### src/rtl/regfile_writeback.sv
// regfile_writeback: in-order result buffer that retires one write per cycle into the 32x32 register file
// Optional feature: define WB_BYPASS_EN to compile the pending-value bypass search.
// Ports:
//   clk, rst_n            clock, synchronous active-low reset
//   in_valid/in_ready     result handshake; in_rd/in_data carry destination and value
//   wb_stall              holds retirement while high
//   reg_write/write_reg/write_data  register-file write port (output stage)
//   read_reg1/2 -> byp_hit1/2, byp_data1/2  bypass lookup of pending writes
//   count, empty          FIFO occupancy and overall idle indication
module regfile_writeback #(
  parameter int DEPTH = 4,
  parameter int AW = 2
) (
  input  logic          clk,
  input  logic          rst_n,
  input  logic          in_valid,
  output logic          in_ready,
  input  logic [4:0]    in_rd,
  input  logic [31:0]   in_data,
  input  logic          wb_stall,
  output logic          reg_write,
  output logic [4:0]    write_reg,
  output logic [31:0]   write_data,
  input  logic [4:0]    read_reg1,
  input  logic [4:0]    read_reg2,
  output logic          byp_hit1,
  output logic          byp_hit2,
  output logic [31:0]   byp_data1,
  output logic [31:0]   byp_data2,
  output logic [AW:0]   count,
  output logic          empty
);
  logic [4:0]    rd_q   [DEPTH];
  logic [31:0]   data_q [DEPTH];
  logic [AW-1:0] wr_ptr, rd_ptr;
  logic          push, pop;
  assign in_ready = count < (AW+1)'(DEPTH);
  // writes to x0 complete the handshake but are never buffered
  assign push = in_valid && in_ready && in_rd != 5'd0;
  assign pop = !wb_stall && count != '0;
  assign empty = count == '0 && !reg_write;
  always_ff @(posedge clk) begin
    if (push) begin
      rd_q[wr_ptr] <= in_rd;
      data_q[wr_ptr] <= in_data;
    end
  end
  always_ff @(posedge clk) begin
    if (!rst_n) begin
      wr_ptr <= '0;
      rd_ptr <= '0;
      count <= '0;
      reg_write <= 1'b0;
      write_reg <= '0;
      write_data <= '0;
    end else begin
      reg_write <= pop;
      if (push) wr_ptr <= wr_ptr + 1'b1;
      if (pop) begin
        rd_ptr <= rd_ptr + 1'b1;
        write_reg <= rd_q[rd_ptr];
        write_data <= data_q[rd_ptr];
      end
      count <= count + (AW+1)'(push) - (AW+1)'(pop);
    end
  end
`ifdef WB_BYPASS_EN
  // oldest candidate first (output stage, then FIFO from head), so the last match is the youngest
  function automatic logic [32:0] lookup(input logic [4:0] a);
    logic [32:0] r;
    r = (reg_write && write_reg == a) ? {1'b1, write_data} : 33'd0;
    for (int k = 0; k < DEPTH; k++)
      if ((AW+1)'(k) < count && rd_q[rd_ptr + AW'(k)] == a) r = {1'b1, data_q[rd_ptr + AW'(k)]};
    return a == 5'd0 ? 33'd0 : r;
  endfunction
  always_comb begin
    {byp_hit1, byp_data1} = lookup(read_reg1);
    {byp_hit2, byp_data2} = lookup(read_reg2);
  end
`else
  logic unused_read_regs;
  assign unused_read_regs = ^{read_reg1, read_reg2};
  assign byp_hit1 = 1'b0;
  assign byp_hit2 = 1'b0;
  assign byp_data1 = '0;
  assign byp_data2 = '0;
`endif
endmodule

### config.mk
export PLATFORM = sky130hd
export DESIGN_NAME = regfile_writeback
export DESIGN_NICKNAME = d
export VERILOG_FILES = /design/src/rtl/regfile_writeback.sv
export SDC_FILE = /design/constraint.sdc
export NUM_CORES = 1
export LEC_CHECK = 0
export CAP_MARGIN = 20
export CORE_AREA = 2 2 150 181
export CTS_BUF_LIST = sky130_fd_sc_hd__clkbuf_8
export DETAILED_ROUTE_END_ITERATION = 8
export DIE_AREA = 0 0 152 183
export SLEW_MARGIN = 20
export SYNTH_ARGS = -nofsm -noshare
export SYNTH_HDL_FRONTEND = slang
export SYNTH_SLANG_ARGS = --single-unit
### constraint.sdc
create_clock -name clk -period 6.1 [get_ports clk]
set_input_delay 1.22 -clock clk [delete_from_list [all_inputs] [get_ports clk]]
set_output_delay 1.22 -clock clk [all_outputs]
set_load 0.02 [all_outputs]
==> impl_metrics.tcl <==
set metrics [dict create \
    multiInputGateArea_mm2 0.00172 \
    switching_share_pct 27.3 \
    drc 0 \
    period_share_pct 56.3 \
    p_seq_share_pct 51.1 \
    antenna_found_initial 0 \
    regMostFlops "data_q" \
    grt_pass1_wl_mm 20.8 \
    cts_hold_buffers 0 \
    peakVddDrop_mv 0.169 \
    io_pins 160 \
    yosys_warnings 0 \
    wl_mm 13.8 \
    maxCapViolations 0 \
    yosysTopAreaCell "edfxtp_1" \
    slew_viol_final 0 \
    ys_ff_latch 193 \
    place_area_mm2 0.00836 \
    hp-class "reg2reg" \
    io_buffers 83 \
    first_pass_iters 4 \
    finalHoldViolations 0 \
    vias_per_cell 4.22 \
    layout_common_cells "edfxtp_1 (148), clkdlybuf4s50_1 (83), conb_1 (66)" \
    avgSynthCellArea_um2 18.9 \
    status "completed" \
    gp_congestion 0.709 \
    clk_latency_ps 470 \
    final_nets 537 \
    drive_gt1_share_pct 14.9 \
    crit_required_ps 6470 \
    grt_use_met1_pct 11.7 \
    cp-start-kind "input port" \
    cts_buffers 17 \
    syn_inst 394 \
    finalSetupViolations 0 \
    grt.total_usage_pct 10.1 \
    clkSinkCount 193 \
    area_growth_syn_to_layout_pct 18.3 \
    min_period_ps 3440 \
    netlist.area_leader.share_pct 59.8 \
    die_h_um 183 \
    yosysSeqAreaShare_pct 71.9 \
    fin_tns_setup_ps 0 \
    p_leak_nw 2.95 \
    drt_first_iter_violations 155 \
    tritoncts "built" \
    die_area_mm2 0.0278 \
    use_met3_pct 3.40 \
    dp_hpwl_mm 7.96 \
    ctsResizeCount 0 \
    final_area_mm2 0.00880 \
    core-area_mm2 0.0261 \
    power_density_mw_per_mm2 384 \
    start_util_pct 28.5 \
    cts-root-buf "clkbuf_8" \
    grt_max_degree 41 \
    largest_reg_flops 128 \
    p_sw_w 0.000923 \
    crit_fanout 7 \
    synth_area_leaders "edfxtp_1 (60%), dfxtp_1 (12%), mux4_2 (11%)" \
    cts.reportedPaths.clkPinSlew_ps 90 \
    n_fill_cell 2456 \
    die_w_um 152 \
    max_freq_mhz 291 \
    layout_commonest_cell "edfxtp_1" \
    ant_nets 0 \
    clkPwrFrac_pct 27.4 \
    arrival_ps 3810 \
    antenna_cells 0 \
    tightest_slew_ps 917 \
    rsz0062_at_grt "no" \
    share_comb_of_total_power_pct 21.5 \
    regArea_mm2 0.00535 \
    rows 65 \
    intPower_w 0.00245 \
    cts_setup_buffers 0 \
    fin_skew_ps 9.03 \
    biggestRegsByFlops "data_q x128, write_data x32, rd_q x20" \
    routedWlPerCell_um 16.7 \
    grt_pass1_vias 3638 \
    gr-max-usage-layer "met2" \
    syn_area_mm2 0.00744 \
    max_slew_margin_pct 38.9 \
    cts_max_level 4 \
    gr-usage-met2_pct 17.3 \
    grt.overflow.total 0 \
    dr_total_vias 3488 \
    endpoint_kind "register" \
    power_w 0.00338 \
    clockBufferDepth 2 \
    worstSetupPathType "in2reg" \
    ys_types 27 \
]
## area by class of cell
class	count	share of cell area (%)
tap	335	4.76
timing repair buffer	84	9.53
inverter	7	0.299
sequential	193	60.8
clock buffer	18	2.82
multi-input combinational	176	19.6
clock inverter	13	2.18
## critical path, cell delays in order
cell	delay [ps]
clkdlybuf4s50_1	500
or3_1	410
o311a_1	410
inv_1	90
ha_1	130
inv_1	40
ha_1	180
fa_1	380
xnor2_1	150
xnor2_1	130
and2_1	150
## final timing paths
path	from	to	slack [ps]	depth (start not counted)
worst max-delay path	in_rd[1]	count[2]	2660	11
worst min-delay path	write_data[21]	write_data[21]	490	1
worst max register to register	count[2]	count[2]	3740	10
worst min register to register	write_data[21]	write_data[21]	490	1
## synthesized netlist by cell type
master    number
or3_1          2
dfxtp_1       45
clkbuf_1       3
buf_2          5
o21ai_0        1
fa_1           1
a21boi_0       1
ha_1           6
mux4_2        37
and2_1         7
inv_1          7
buf_6          1
nor3_4         1
o311a_1        1
nor2_1         1
nor3b_2        1
conb_1         1
a22o_1        37
xnor2_1        2
nand2b_1       1
nor4_1         1
nor3b_1        1
o21a_1         1
buf_4         74
mux2i_1        3
edfxtp_1     148
nand2_1        5
## metrics by stage
step,worst slack (ps),hold slack (ps),utilization (%),instances
after floorplan,2870,468,-,459
after global placement,2230,464,32.0,795
after detailed placement,2170,466,32.0,795
after CTS,2700,488,33.7,826
after global routing,2600,502,33.7,826
final,2660,487,33.7,826
## power by group through the flow
stage / clock [W] / combinational, W / sequential (W)
floorplan: 0 / 0.000465 / 0.00177
global placement: 0 / 0.000726 / 0.00176
detailed placement: 0 / 0.000740 / 0.00176
CTS: 0.000949 / 0.000742 / 0.00174
global route: 0.000997 / 0.000779 / 0.00176
finish: 0.000924 / 0.000727 / 0.00173
## metal layers
metal / share of wire [%] / wire length [um] / vias to the layer above
li1: - / - / 1572
met1: 43 / 5860 / 1772
met2: 51 / 7010 / 128
met3: 5.0 / 690 / 16
met4: 1.6 / 217 / 0
met5: 0 / 0 / -
## cell families (layout without fill, tap and decap cells)
logic type / Yosys count / in the layout / share of synthesized area [%]
other: 1 / 66 / 0.0504
and+or+nand+nor: 20 / 20 / 1.72
AOI/OAI and AO/OA: 41 / 41 / 4.76
DFF: 193 / 193 / 71.9
muxes: 40 / 40 / 11.6
buffers and inverters: 90 / 122 / 8.46
adders and majority gates: 7 / 7 / 1.28
xor gates and xnor gates: 2 / 2 / 0.236
Power figures use the tool's default switching activity.
